--- src/rtl/cpu_pkg.sv ---
// Shared CPU types: bus request opcodes and bus FSM states.
// Imported by the bus controller and its helpers.
package cpu_pkg;

  typedef enum logic [2:0] {
    BUS_NONE  = 3'd0,
    BUS_IF    = 3'd1,
    BUS_READ  = 3'd2,
    BUS_WRITE = 3'd3,
    BUS_IF_CB = 3'd4
  } bus_opcode_t;

  typedef enum logic {
    BUS_IDLE   = 1'b0,
    BUS_ACCESS = 1'b1
  } bus_state_t;

  function automatic logic is_rd_op(bus_opcode_t op);
    return (op == BUS_IF) || (op == BUS_READ) ||
           (op == BUS_IF_CB);
  endfunction

endpackage

--- src/rtl/cpu_perf_counter.sv ---
// Free-running wrap-around event counter.
// Ports: clk, rst (sync, high), en (count enable), count.
module cpu_perf_counter #(
  parameter int CNT_W = 48
) (
  input  logic             clk,
  input  logic             rst,
  input  logic             en,
  output logic [CNT_W-1:0] count
);

  always_ff @(posedge clk) begin
    if (rst) begin
      count <= '0;
    end else if (en) begin
      count <= count + 1'b1;
    end
  end

endmodule

--- src/rtl/cpu_bus_ctrl.sv ---
// CPU bus interface: wait-state/timeout transaction FSM.
// Ports: bus_op/addr_in/wdata_in/wait_cfg request,
// mem_* memory side, stall back-pressure, captured
// opcode/cb_opcode/rdata, sticky bus_err, perf counters.
module cpu_bus_ctrl
  import cpu_pkg::*;
#(
  parameter int ADDR_W  = 16,
  parameter int DATA_W  = 8,
  parameter int WAIT_W  = 3,
  parameter int TIMEOUT = 64,
  parameter int CNT_W   = 48
) (
  input  logic              clk,
  input  logic              rst,
  input  bus_opcode_t       bus_op,
  input  logic [ADDR_W-1:0] addr_in,
  input  logic [DATA_W-1:0] wdata_in,
  input  logic [WAIT_W-1:0] wait_cfg,
  input  logic [DATA_W-1:0] mem_rdata,
  input  logic              mem_ready,
  output logic              mem_rd_en,
  output logic              mem_wr_en,
  output logic [ADDR_W-1:0] mem_addr,
  output logic [DATA_W-1:0] mem_wdata,
  output logic              stall,
  output logic [7:0]        opcode,
  output logic [7:0]        cb_opcode,
  output logic [DATA_W-1:0] rdata,
  output logic              bus_err,
  output logic [CNT_W-1:0]  cycle_count,
  output logic [CNT_W-1:0]  stall_count
);

  localparam int TO_W = (TIMEOUT > 2) ?
                        $clog2(TIMEOUT) : 1;
  localparam logic [TO_W-1:0] TO_LAST =
    TO_W'(TIMEOUT - 1);

  bus_state_t        r_state;
  bus_state_t        w_next;
  bus_opcode_t       r_op;
  logic [WAIT_W-1:0] r_wait_cfg;
  logic [WAIT_W-1:0] r_wait_cnt;
  logic [TO_W-1:0]   r_to_cnt;

  logic              w_access;
  logic              w_accept;
  logic              w_done;
  logic              w_tmo;
  logic [DATA_W-1:0] w_cap;

  assign w_access = (r_state == BUS_ACCESS);
  assign w_accept = (r_state == BUS_IDLE) &&
                    (bus_op != BUS_NONE);
  // mem_ready only counts once the wait count is reached
  assign w_done   = w_access &&
                    (r_wait_cnt == r_wait_cfg) &&
                    mem_ready;
  // done on the boundary cycle beats the timeout
  assign w_tmo    = w_access &&
                    (r_to_cnt == TO_LAST) && !w_done;
  // open bus reads back as all-ones on abort
  assign w_cap    = w_done ? mem_rdata : '1;

  always_ff @(posedge clk) begin
    if (rst) begin
      r_state <= BUS_IDLE;
    end else begin
      r_state <= w_next;
    end
  end

  always_comb begin
    w_next = r_state;
    unique case (r_state)
      BUS_IDLE: begin
        if (w_accept) w_next = BUS_ACCESS;
      end
      BUS_ACCESS: begin
        if (w_done || w_tmo) w_next = BUS_IDLE;
      end
      default: w_next = BUS_IDLE;
    endcase
  end

  always_comb begin
    mem_rd_en = 1'b0;
    mem_wr_en = 1'b0;
    stall     = 1'b0;
    unique case (r_state)
      BUS_IDLE: begin
        stall = w_accept;
      end
      BUS_ACCESS: begin
        mem_rd_en = is_rd_op(r_op);
        mem_wr_en = (r_op == BUS_WRITE);
        stall     = !w_done && !w_tmo;
      end
      default: ;
    endcase
  end

  always_ff @(posedge clk) begin
    if (rst) begin
      r_op       <= BUS_NONE;
      r_wait_cfg <= '0;
      r_wait_cnt <= '0;
      r_to_cnt   <= '0;
      mem_addr   <= '0;
      mem_wdata  <= '0;
      opcode     <= 8'h00;
      cb_opcode  <= 8'h00;
      rdata      <= '0;
      bus_err    <= 1'b0;
    end else begin
      if (w_accept) begin
        r_op       <= bus_op;
        r_wait_cfg <= wait_cfg;
        r_wait_cnt <= '0;
        r_to_cnt   <= '0;
        mem_addr   <= addr_in;
        mem_wdata  <= wdata_in;
      end else if (w_access) begin
        if (r_wait_cnt != r_wait_cfg)
          r_wait_cnt <= r_wait_cnt + 1'b1;
        r_to_cnt <= r_to_cnt + 1'b1;
      end
      if (w_done || w_tmo) begin
        unique case (r_op)
          BUS_IF:    opcode    <= 8'(w_cap);
          BUS_IF_CB: cb_opcode <= 8'(w_cap);
          BUS_READ:  rdata     <= w_cap;
          default:   ;
        endcase
      end
      if (w_tmo) bus_err <= 1'b1;
    end
  end

  cpu_perf_counter #(
    .CNT_W (CNT_W)
  ) u_cyc_cnt (
    .clk   (clk),
    .rst   (rst),
    .en    (1'b1),
    .count (cycle_count)
  );

  cpu_perf_counter #(
    .CNT_W (CNT_W)
  ) u_stl_cnt (
    .clk   (clk),
    .rst   (rst),
    .en    (stall),
    .count (stall_count)
  );

endmodule
--- config.mk ---
export PLATFORM = sky130hd
export DESIGN_NAME = cpu_bus_ctrl
export DESIGN_NICKNAME = d
export VERILOG_FILES = /design/src/rtl/cpu_pkg.sv /design/src/rtl/cpu_perf_counter.sv /design/src/rtl/cpu_bus_ctrl.sv
export SDC_FILE = /design/constraint.sdc
export NUM_CORES = 1
export LEC_CHECK = 0
export CORE_ASPECT_RATIO = 1.4
export CORE_UTILIZATION = 36
export CTS_BUF_LIST = sky130_fd_sc_hd__clkbuf_16
export CTS_CLUSTER_SIZE = 14
export DETAILED_ROUTE_END_ITERATION = 7
export SETUP_SLACK_MARGIN = 0.5
export SKIP_CTS_REPAIR_TIMING = 1
export SLEW_MARGIN = 15
export SYNTH_ARGS = -nofsm -noshare
export SYNTH_HDL_FRONTEND = slang
export SYNTH_HIERARCHICAL = 1
export SYNTH_SLANG_ARGS = --single-unit
--- constraint.sdc ---
create_clock -name clk -period 3 [get_ports clk]
set_input_delay 0.3 -clock clk [delete_from_list [all_inputs] [get_ports clk]]
set_output_delay 0.3 -clock clk [all_outputs]
set_load 0.005 [all_outputs]
==> results of run 1 <==
==> report_power, final <==
part	leakage, nW	switching, mW	total [mW]	internal (mW)
clock	0.272	0.941	2.09	1.15
combinational	1.90	0.167	0.351	0.184
sequential	1.31	0.0445	2.23	2.19
total	3.48	1.15	4.68	3.52
==> flip-flops by register name, indices dropped and copies added, names as in the netlist, 6 cells and up <==
| register | flops |
|---|---|
| u_stl_cnt/count | 48 |
| mem_wdata | 8 |
| opcode | 8 |
| mem_addr | 16 |
| r_to_cnt | 6 |
| rdata | 8 |
| cb_opcode | 8 |
| u_cyc_cnt/count | 48 |
==> per-layer routing <==
layer  part of all wire  vias to the layer above  global-route usage
met3              0.051                       11              0.0514
met1               0.44                     2891               0.210
met2               0.50                      143               0.309
li1                   -                     3176                   -
met4             0.0094                        0              0.0636
met5                  0                        -                   0
==> placed cells by master (no fill, tap or decap), types with 14 or more instances in the layout <==
cell,netlist,layout
clkdlybuf4s50_1,0,186
nand3_1,32,32
a221oi_1,24,24
nand2_1,88,88
clkbuf_16,0,17
or3_1,30,30
buf_4,8,19
a21oi_1,60,60
dfxtp_1,161,154
nor2_1,91,90
xor2_1,46,43
nor3_1,15,14
o21ai_0,29,29
nand4_1,36,36
inv_1,49,51
xnor2_1,28,28
==> cells by family (layout without fill, tap and decap cells) <==
| family | after synthesis | in the layout | synth area share |
|---|---|---|---|
| buffers and inverters | 89 | 290 | 0.0545 |
| flip-flops | 161 | 161 | 0.462 |
| AND/OR/NAND/NOR | 351 | 352 | 0.273 |
| other | 1 | 6 | 0.000537 |
| XOR/XNOR | 74 | 74 | 0.0929 |
| AO/OA/AOI/OAI | 123 | 123 | 0.104 |
| multiplexers | 4 | 4 | 0.00574 |
| adder cells (fa/ha/maj) | 4 | 4 | 0.00717 |
==> through the flow <==
stage	total power, mW	area (um^2)	utilization	hold slack, ns
2_1_floorplan	2.43	7010	-	0.436
3_3_place_gp	2.62	9080	0.484	0.441
3_5_place_dp	2.62	9080	0.484	0.447
4_1_cts	4.73	9640	0.514	0.290
5_1_grt	4.87	9850	0.526	0.311
6_report	4.68	9850	0.526	0.294
==> how the worst max path moves through the flow <==
| stage | depth (start not counted) | endpoint | startpoint |
|---|---|---|---|
| 6_report | 9 | u_stl_cnt/count[47] | r_to_cnt[0] |
| 5_1_grt | 9 | u_stl_cnt/count[47] | r_to_cnt[0] |
| 4_1_cts | 8 | u_stl_cnt/count[47] | r_wait_cnt[2] |
| 3_5_place_dp | 9 | u_stl_cnt/count[47] | bus_op[0] |
| 3_3_place_gp | 9 | u_stl_cnt/count[47] | bus_op[0] |
| 2_1_floorplan | 9 | u_stl_cnt/count[44] | r_wait_cnt[0] |
==> layout make-up <==
| type | instances | area [um^2] |
|---|---|---|
| clock buffer | 17 | 425 |
| inverter | 49 | 184 |
| clock inverter | 15 | 135 |
| sequential | 161 | 3230 |
| fill | 1833 | 8900 |
| multi-input combinational | 563 | 3510 |
| tap | 244 | 305 |
| timing repair buffer | 209 | 2060 |
==> critical path: cells and delay by family (launching register included) <==
family | cells | cell delay [ns]
adder cells (fa/ha/maj) | 1 | 0.16
AO/OA/AOI/OAI | 2 | 0.51
flip-flops | 1 | 0.35
AND/OR/NAND/NOR | 6 | 1.43
==> flow_summary.yaml, run 1 <==
placed_design:
  dp_cell_count: 1213
  place_ws_ns: 0.167
  dp.final_hpwl_mm: 12.3
  io_buffers: 188
  gp_congestion: 0.769
cts:
  buffers_from_clock_root_to_sink_at_most: 2
  cts_num_sinks: 161
  htree_levels: 4
  clk_transition_reported_paths_ns: 0.06
  tritoncts_clock_tree: "yes"
  tritoncts.num_buffers: 17
  worst_skew_pair_later_pin_latency_ns: 0.43
  cts-root-buf: "clkbuf_16"
worst_setup_path:
  critPathMostFrequentCell: "nand4_1"
  cp-start-kind: "register"
  cp-end-kind: "register"
  worst_ep_arrival_time_ns: 2.87
  worst-r2r-cell-count: 9
  worst_ep_required_time_ns: 3.35
  setup.worst_path.class: "register to register"
  worstReg2RegEnd: "u_stl_cnt/count[47]"
  cp_cell_sequence: "ha_4, nand4_1, nor2_4, o31ai_4, nand4_1, nor3_4, nand4_4, or4_1, a21oi_1"
  critical_path.reg2reg.startpoint: "r_to_cnt[0]"
  worst-r2r-setup-slack_ns: 0.48
  highest_net_fanout_along_the_worst_path: 8
  crit_slowest_cell: "or4_1"
  largest_incremental_delay_on_the_critical_path_ns: 0.54
min_path:
  worst_hold_path_type: "input pin to register"
  worst_hold_path.endpoint: "u_cyc_cnt/count[0]"
  hold_start: "rst"
  hold_path_depth: 2
drt:
  drcViolationCount: 0
  drtPass1Iterations: 5
  drt-initial-drc-count: 281
  routedWlPerCell_um: 14.4
  routed-via-count: 6221
  route.detailed.vias_per_inst: 4.95
  drt.antenna.violating_nets: 0
  drt_wl_total_mm: 18.1
grt:
  globalRoute.totalOverflow: 0
  grt_pass1_wl_mm: 29.0
  global_route.usage.total: 0.179
  first_global_vias: 5775
  initial_antenna_violation_count: 0
  grt_max_degree: 115
synthesis:
  synth_common_cells: "dfxtp_1 (161), nor2_1 (91), nand2_1 (88), a21oi_1 (60), inv_1 (49)"
  syn-cell-area_um2: 6980
  synth_seq_cells: 161
  yosys.cell_count.top_type: "dfxtp_1"
  synthesis.yosys.warnings: 6
  postSynthAreaPerCell_um2: 8.65
  netlist_top_cells_area: "dfxtp_1 (46%), xor2_1 (5.8%), nor2_1 (4.9%), nand2_1 (4.7%), a21oi_1 (4.3%)"
  synth-edff-count: 0
  sequential_fraction_of_the_synthesis_area: 0.462
  synth_area_leader_cell: "dfxtp_1"
  post-synth-top-area-fraction: 0.462
  syn_inst: 807
  synth_flop_cell: "dfxtp_1"
  yosys.cell_types.count: 42
  async_flop_share: 0
sta:
  max_slew_margin: 0.531
  setup_violations: 0
  worst_slew_pin_slew_ns: 0.699
  rsz0062_at_grt: "true"
  fin_tns_setup_ns: 0
  maxSlewViolCount: 0
  fin_ws_ns: 0.479
  finClkSkew_ns: 0.0148
  final-hold-violation-count: 0
  finalCriticalPeriod_ns: 2.52
  fmaxAchievable_mhz: 397
  final_min_period_over_clock_period: 0.840
final_layout:
  n_antenna_cell: 0
  syn_to_final_growth_pct: 41.2
  share_of_final_layout_standard_cells_stronger_than_drive_strength_1: 0.0868
  design.final.nets: 1046
  stdcell_count: 1258
floorplan:
  chipWidth_um: 120
  dieArea_um2: 20000
  num_rows: 59
  io_pins: 189
  die_h_um: 167
  floorplan.initialDensity: 0.372
  design.core.area_um2: 18800
power:
  ratio_of_total_power_to_cell_area_nw_per_um2: 474
  peakVddDrop_mv: 0.342
  cellLeakagePower_nw: 3.48
run_status:
  run_status: "completed"
job:
  cap_viol_max_count: 0
Power figures use the tool's default switching activity.
==> run 2, diff against run 1 <==
clock period = 2.4 ns   (was 3 ns; I/O delays follow)
==> run 2 against run 1 <==
Effect of this change: clock power increased by 38%; via count increased by 3.1%; worst setup slack got worse by 0.42 ns; final area increased by 6.1%; register-to-register slack got worse by 0.42 ns; utilization increased by 3.2 points; combinational power increased by 34%.
==> flow_summary.yaml, run 2 (same netlist as run 1, synthesis figures left out) <==
final_layout:
  share_of_final_layout_standard_cells_stronger_than_drive_strength_1: 0.171
  layout.filler_cells: 1745
  n_antenna_cell: 0
  mostFrequentLayoutCell: "clkdlybuf4s50_1"
  syn_to_final_growth_pct: 49.8
  stdcell_count: 1292
  design.final.nets: 1080
  biggestRegsByFlops: "u_cyc_cnt/count (48), u_stl_cnt/count (48), mem_addr (16)"
  final_design_area_no_fill_um2: 10500
  layout.core_utilization: 0.557
  layout.cells.most_common_list: "clkdlybuf4s50_1 (185), dfxtp_1 (131), nor2_1 (89)"
worst_setup_path:
  worst_ep_required_time_ns: 2.76
  highest_net_fanout_along_the_worst_path: 3
  worst-path-stages: 9
  cp-end-kind: "register"
  cp-start-kind: "register"
  critical_path.top_delay_family: "simple AND/OR/NAND/NOR gates"
  setup.worst_path.class: "register to register"
  crit_slowest_cell: "or4_4"
  largest_incremental_delay_on_the_critical_path_ns: 0.52
  cp_cell_sequence: "ha_4, nand4_1, nor2_4, o31ai_4, nand4_1, nor3_4, nand4_2, or4_4, a21oi_2"
  worst-r2r-cell-count: 9
  critical_path_buf_inv_count: 0
  critPathMostFrequentCell: "nand4_1"
  worst_ep_arrival_time_ns: 2.71
power:
  power.net_switching_mw: 1.48
  combinationalPowerShare: 0.077
  netSwitchingFraction: 0.241
  ratio_of_total_power_to_cell_area_nw_per_um2: 587
  power.internal_mw: 4.66
  cellLeakagePower_nw: 3.82
  peakVddDrop_mv: 0.385
  fin_total_pwr_mw: 6.14
  seq_power_share: 0.454
  part_of_the_power_in_the_clock_network: 0.469
drt:
  drt_wl_total_mm: 18.6
  drcViolationCount: 0
  drtPass1Iterations: 4
  routedWlPerCell_um: 14.4
  drt.antenna.violating_nets: 0
  routed-via-count: 6411
  route.detailed.vias_per_inst: 4.96
  drt-initial-drc-count: 265
job:
  cap_viol_max_count: 0
min_path:
  hold_path_depth: 3
  worst_hold_path_type: "input pin to register"
grt:
  first_global_vias: 6154
  met2_usage: 0.317
  groute.layer.met3.usage: 0.0507
  groute.layer.met1.usage: 0.227
  globalRoute.totalOverflow: 0
  grt_most_used_layer: "met2"
  grt_pass1_wl_mm: 30.6
  initial_antenna_violation_count: 0
  global_route.usage.total: 0.189
  grt_max_degree: 79
sta:
  maxSlewViolCount: 0
  finClkSkew_ns: 0.0103
  rsz0062_at_grt: "true"
  fmaxAchievable_mhz: 426
  setup_violations: 0
  worst_slew_pin_slew_ns: 0.675
  fin_ws_ns: 0.0548
  max_slew_margin: 0.547
  final_min_period_over_clock_period: 0.977
  finalCriticalPeriod_ns: 2.35
  final-hold-violation-count: 0
floorplan:
  floorplan.initialDensity: 0.372
  dieArea_um2: 20000
  design.core.area_um2: 18800
  chipWidth_um: 120
  io_pins: 189
  die_h_um: 167
  num_rows: 59
cts:
  cts_num_sinks: 161
  buffers_from_clock_root_to_sink_at_most: 2
  tritoncts.num_buffers: 17
  tritoncts_clock_tree: "yes"
  cts-root-buf: "clkbuf_16"
  htree_levels: 4
  clk_transition_reported_paths_ns: 0.07
  worst_skew_pair_later_pin_latency_ns: 0.43
placed_design:
  dp.final_hpwl_mm: 12.9
  placed_cell_area_um2: 9380
  gp_congestion: 0.772
  dp_cell_count: 1239
  place_ws_ns: -0.105
  io_buffers: 188
run_status:
  run_status: "completed"
[run 2: cell count changes in the layout (fill, tap and decap cells not counted), sizes merged]
cell,delta
buf,+36
bufinv,+2
clkinvlp,-2
clkdlybuf4s50,-1
nand4,-1
[run 2: worst paths after layout]
kind	startpoint	endpoint	slack, ns
worst max-delay path	r_to_cnt[1]	u_stl_cnt/count[47]	0.05
worst min-delay path	rst	u_stl_cnt/count[47]	0.32
worst max register to register	r_to_cnt[1]	u_stl_cnt/count[47]	0.05
worst min register to register	mem_wdata[3]	mem_wdata[3]	0.45
[run 2: worst min-delay path: cells and delay by family]
family / cells / cell delay, ns
AOI/OAI and AO/OA: 1 / 0.12
buffers and inverters: 2 / 0.34
[run 2: power groups by stage]
stage / logic [mW] / clock network, mW / registers, mW
detailed placement: 0.453 / 0 / 2.85
finish: 0.472 / 2.88 / 2.79
global placement: 0.453 / 0 / 2.84
CTS: 0.455 / 2.96 / 2.78
floorplan: 0.207 / 0 / 2.84
global route: 0.517 / 3.06 / 2.79
[run 2: per-layer routing]
metal,vias up,share of wire
met1,2993,0.43
met3,23,0.050
met5,-,0
li1,3250,-
met2,145,0.50
met4,0,0.023
[run 2: per-stage QoR]
step	hold WS [ns]	TNS (ns)
floorplan	0.376	-0.00907
global placement	0.441	-0.158
detailed placement	0.447	-0.393
CTS	0.326	-0.0756
global route	0.341	-0.242
finish	0.318	0
[run 2: cell type report]
| class | count | area, um^2 | area share |
|---|---|---|---|
| Sequential cell | 161 | 3280 | 0.314 |
| Clock inverter | 15 | 196 | 0.0188 |
| Inverter | 49 | 184 | 0.0176 |
| Tap cell | 244 | 305 | 0.0292 |
| Multi-Input combinational cell | 562 | 3680 | 0.353 |
| Clock buffer | 17 | 425 | 0.0407 |
| Timing Repair Buffer | 244 | 2370 | 0.227 |
==> run 3, diff against run 2 <==
CORE_UTILIZATION = 60   (was 36)
DONT_BUFFER_PORTS = 1   (was default)
PLACE_DENSITY = 0.76   (was default)
==> run 3 against run 2 <==
Effect of this change: the flow now finishes with violations (negative hold slack); utilization up 20 points; worst hold slack worse by 0.40 ns; die area down 39%; clock-buffer cell count unchanged; combinational power down 35%; first-iteration DRC count up 7.5%; sequential power about the same; sequential cell count unchanged; global-route usage up 7.5 points; via count down 4.4%; cell count down 20%; total power down 5.3%.
==> flow_summary.yaml, run 3 (same netlist as run 1, synthesis figures left out) <==
run_status:
  run_status: "complete, but fails checks"
  failed_checks: "negative hold slack"
final_layout:
  layout.cells.most_common_list: "dfxtp_1 (129), nor2_1 (90), nand2_1 (86)"
  biggestRegsByFlops: "u_cyc_cnt/count (48), u_stl_cnt/count (48), mem_addr (16)"
  mostFrequentLayoutCell: "dfxtp_1"
  stdcell_count: 1030
  syn_to_final_growth_pct: 23.5
  share_of_final_layout_standard_cells_stronger_than_drive_strength_1: 0.178
  final_design_area_no_fill_um2: 8620
  layout.filler_cells: 799
  layout.core_utilization: 0.760
  design.final.nets: 919
  n_antenna_cell: 0
drt:
  routed-via-count: 6129
  drtPass1Iterations: 5
  drt_wl_total_mm: 17.7
  drcViolationCount: 0
  drt.antenna.violating_nets: 0
  routedWlPerCell_um: 17.1
  route.detailed.vias_per_inst: 5.95
  drt-initial-drc-count: 285
cts:
  tritoncts_clock_tree: "yes"
  buffers_from_clock_root_to_sink_at_most: 2
  htree_levels: 4
  cts-root-buf: "clkbuf_16"
  cts_num_sinks: 161
  clk_transition_reported_paths_ns: 0.06
  tritoncts.num_buffers: 17
  worst_skew_pair_later_pin_latency_ns: 0.41
worst_setup_path:
  highest_net_fanout_along_the_worst_path: 4
  cp_cell_sequence: "xor2_4, nor4_4, o31ai_4, nand4_1, nor3_4, nand4_4, or4_4, a21oi_2"
  worst_ep_arrival_time_ns: 2.64
  worst_setup_path_endpoint: "u_stl_cnt/count[47]"
  setup.worst_path.start: "r_wait_cnt[0]"
  critical_path_buf_inv_count: 0
  cp-end-kind: "register"
  worst_ep_required_time_ns: 2.74
  worst-r2r-cell-count: 8
  cp-start-kind: "register"
  largest_incremental_delay_on_the_critical_path_ns: 0.51
  crit_slowest_cell: "or4_4"
  worstReg2RegEnd: "u_stl_cnt/count[47]"
  worst-path-stages: 8
  worst-r2r-setup-slack_ns: 0.10
  critical_path.reg2reg.startpoint: "r_wait_cnt[0]"
  setup.worst_path.class: "register to register"
  critical_path.top_delay_family: "simple AND/OR/NAND/NOR gates"
sta:
  fin_ws_ns: 0.102
  fmaxAchievable_mhz: 435
  final.hold.worst_slack_ns: -0.0854
  rsz0062_at_grt: "true"
  max_slew_margin: 0.541
  maxSlewViolCount: 0
  finalCriticalPeriod_ns: 2.30
  worst_slew_pin_slew_ns: 0.683
  setup_violations: 0
  fin_tns_setup_ns: 0
  final-hold-violation-count: 98
  finClkSkew_ns: 0.0102
  final_min_period_over_clock_period: 0.957
min_path:
  worst_hold_path_type: "input pin to register"
  hold_start: "rst"
grt:
  grt_pass1_wl_mm: 25.6
  initial_antenna_violation_count: 0
  globalRoute.totalOverflow: 0
  first_global_vias: 5502
  grt_max_degree: 154
  global_route.usage.total: 0.264
placed_design:
  place_ws_ns: -0.0241
  gp_congestion: 0.808
  io_buffers: 0
  dp_cell_count: 941
  dp.final_hpwl_mm: 11.1
  placed_cell_area_um2: 7270
power:
  cellLeakagePower_nw: 3.26
  ratio_of_total_power_to_cell_area_nw_per_um2: 674
  fin_total_pwr_mw: 5.81
  peakVddDrop_mv: 0.504
floorplan:
  io_pins: 189
  num_rows: 46
  dieArea_um2: 12100
  design.core.area_um2: 11300
  chipWidth_um: 93.1
  floorplan.initialDensity: 0.615
  die_h_um: 130
job:
  cap_viol_max_count: 0
## run 3: worst min-delay path by stage
stage / slack (ns) / end / cells past startpoint
after global routing: -0.13 / r_state / 1
after floorplan: 0.38 / mem_addr[0] / 2
after CTS: -0.12 / mem_addr[9] / 1
after detailed placement: 0.32 / r_state / 1
after global placement: 0.32 / mem_addr[15] / 1
final: -0.09 / r_state / 1
## run 3: layout make-up
cell class	count	area, um^2	share of cell area
timing repair buffer	82	743	0.0862
inverter	49	184	0.0213
sequential	161	3280	0.381
tap	144	180	0.0209
multi-input combinational	563	3640	0.422
clock buffer	17	425	0.0493
clock inverter	14	164	0.0190
## run 3: power by group
part / internal [mW] / switching, mW
registers: 2.73 / 0.0704
clock network: 1.63 / 1.08
logic: 0.151 / 0.155
## run 3: layer usage
metal | global-route usage | part of all wire
met1 | 0.276 | 0.37
met2 | 0.476 | 0.54
met3 | 0.0927 | 0.073
met4 | 0.111 | 0.014
met5 | 0 | 0
## run 3: worst register-to-register path: stages (launching register included)
cell     delay (ns)
dfxtp_4        0.38
xor2_4         0.21
nor4_4         0.09
o31ai_4        0.28
nand4_1        0.22
nor3_4         0.25
nand4_4        0.16
or4_4          0.51
a21oi_2        0.14
==> patch (settings of run 2) <==
`DATA_W`: 8 -> 10.
--- a/src/rtl/cpu_bus_ctrl.sv
+++ b/src/rtl/cpu_bus_ctrl.sv
@@ -6,7 +6,7 @@
   import cpu_pkg::*;
 #(
   parameter int ADDR_W  = 16,
-  parameter int DATA_W  = 8,
+  parameter int DATA_W  = 10,
   parameter int WAIT_W  = 3,
   parameter int TIMEOUT = 64,
   parameter int CNT_W   = 48
Ports: changed (resized mem_rdata, mem_wdata, rdata and wdata_in); port bits go from 189 to 197. No check against the original RTL was run, so the function may have changed too.
==> patch against run 2 <==
  * Count of clock-buffer cells in the layout is the same
  * Total power grew 2.6%
  * Setup slack better by 0.0098 ns
  * Fmax grew 0.42%
  * Design area rose by 2.2%
  * Synthesized area grew 1.7%
  * Sequential cell count is 4 higher
  * Sequential share of layout area about the same
  * Combinational power rose by 5.3%
  * Wire length rose by 5.1%
  * Clock skew grew 0.0015 ns
  * Highest routed layer unchanged
==> patch: results (changes against run 2) <==
outcome finished clean; met3 Use GR 4.98% (-0.089 points); WP data arrival 2.61 ns (-0.10 ns); compound-gate portion of the synthesized area 12.1% (+1.7 points); M2 GR Usage 33.5% (+1.8 points); synth unique cells 45 (+7.1%); Clock Skews 0.0117 ns (+0.00146 ns); cell total after placement 1,232 (-0.56%); WL met3 973 um (+4.8%); worst r2r path cells 10 (+1); most common library cells after synthesis dfxtp_1, nand2_1, nor2_1; largest net degree at the start of global routing 60 (-24%); f_max 428 MHz (+0.42%); Synth area leaders dfxtp_1, xor2_1, nand2_1; routed wl met2 10,400 um (+12%); First-pass DRT Iterations 5 (+1); via-per-instance ratio 5.00 (+0.84%); max_slew headroom 58.7% (+4.0 points); WL met1 7890 um (-1.3%); pre-CTS setup slack -0.113 ns (-0.00878 ns); DRT iter0 DRCs 310 (+17%); IR drop worst, VDD 0.396 mV (+2.8%); global-route usage over all layers 19.0% (+0.085 points); Lkg Pwr 3.93 nW (+2.9%); GR Util met1 21.8% (-0.95 points); Hold Path Stages 2 (-1); Sw Pwr 1.38 mW (-6.4%); Reg-to-Reg Start r_wait_cfg[2]$_SDFFE_PP0P_; Min Hold Slack 0.249 ns (-0.0689 ns); Post-Syn Instances 790 (-2.1%); PortBufs 196 (+4.3%); register area share after synthesis 46.5% (+0.35 points); share of post-route cells with drive strength above 1 18.3% (+1.2 points); Placed Area 0.00953 mm2 (+1.5%); mux cell area share after synthesis 0.564% (-0.0096 points); Detail Placement HPWL 13,500 um (+4.5%); crit-path max cell delay 0.55 ns (+0.03 ns); vias in the first global route 6,053 (-1.6%)
## patch: cell count changes in the layout (fill, tap and decap cells not counted), moves of 5 or more
cell | run 2 | this run
a21oi_1 | 54 | 61
a221oi_1 | 24 | 0
buf_4 | 46 | 52
clkdlybuf4s50_1 | 185 | 192
dfxtp_1 | 131 | 139
inv_1 | 49 | 19
nand2_1 | 84 | 89
nand3_1 | 32 | 27
nand3_2 | 0 | 5
o221a_1 | 0 | 16
o221a_2 | 0 | 10
## patch: kinds of logic (layout without fill, tap and decap cells)
group	Yosys count	after routing
AND/OR/NAND/NOR	353	355
buffers and inverters	61	308
other	1	6
multiplexers	4	4
AO/OA/AOI/OAI	128	128
XOR/XNOR	74	74
flip-flops	165	165
adder cells (fa/ha/maj)	4	4
## patch: final cells by class
cell class	instances	area, um2
clock inverter	15	211
multi-input combinational	571	3810
clock buffer	17	425
sequential	165	3350
tap	248	310
inverter	17	63.8
timing repair buffer	259	2500
fill	1765	8610
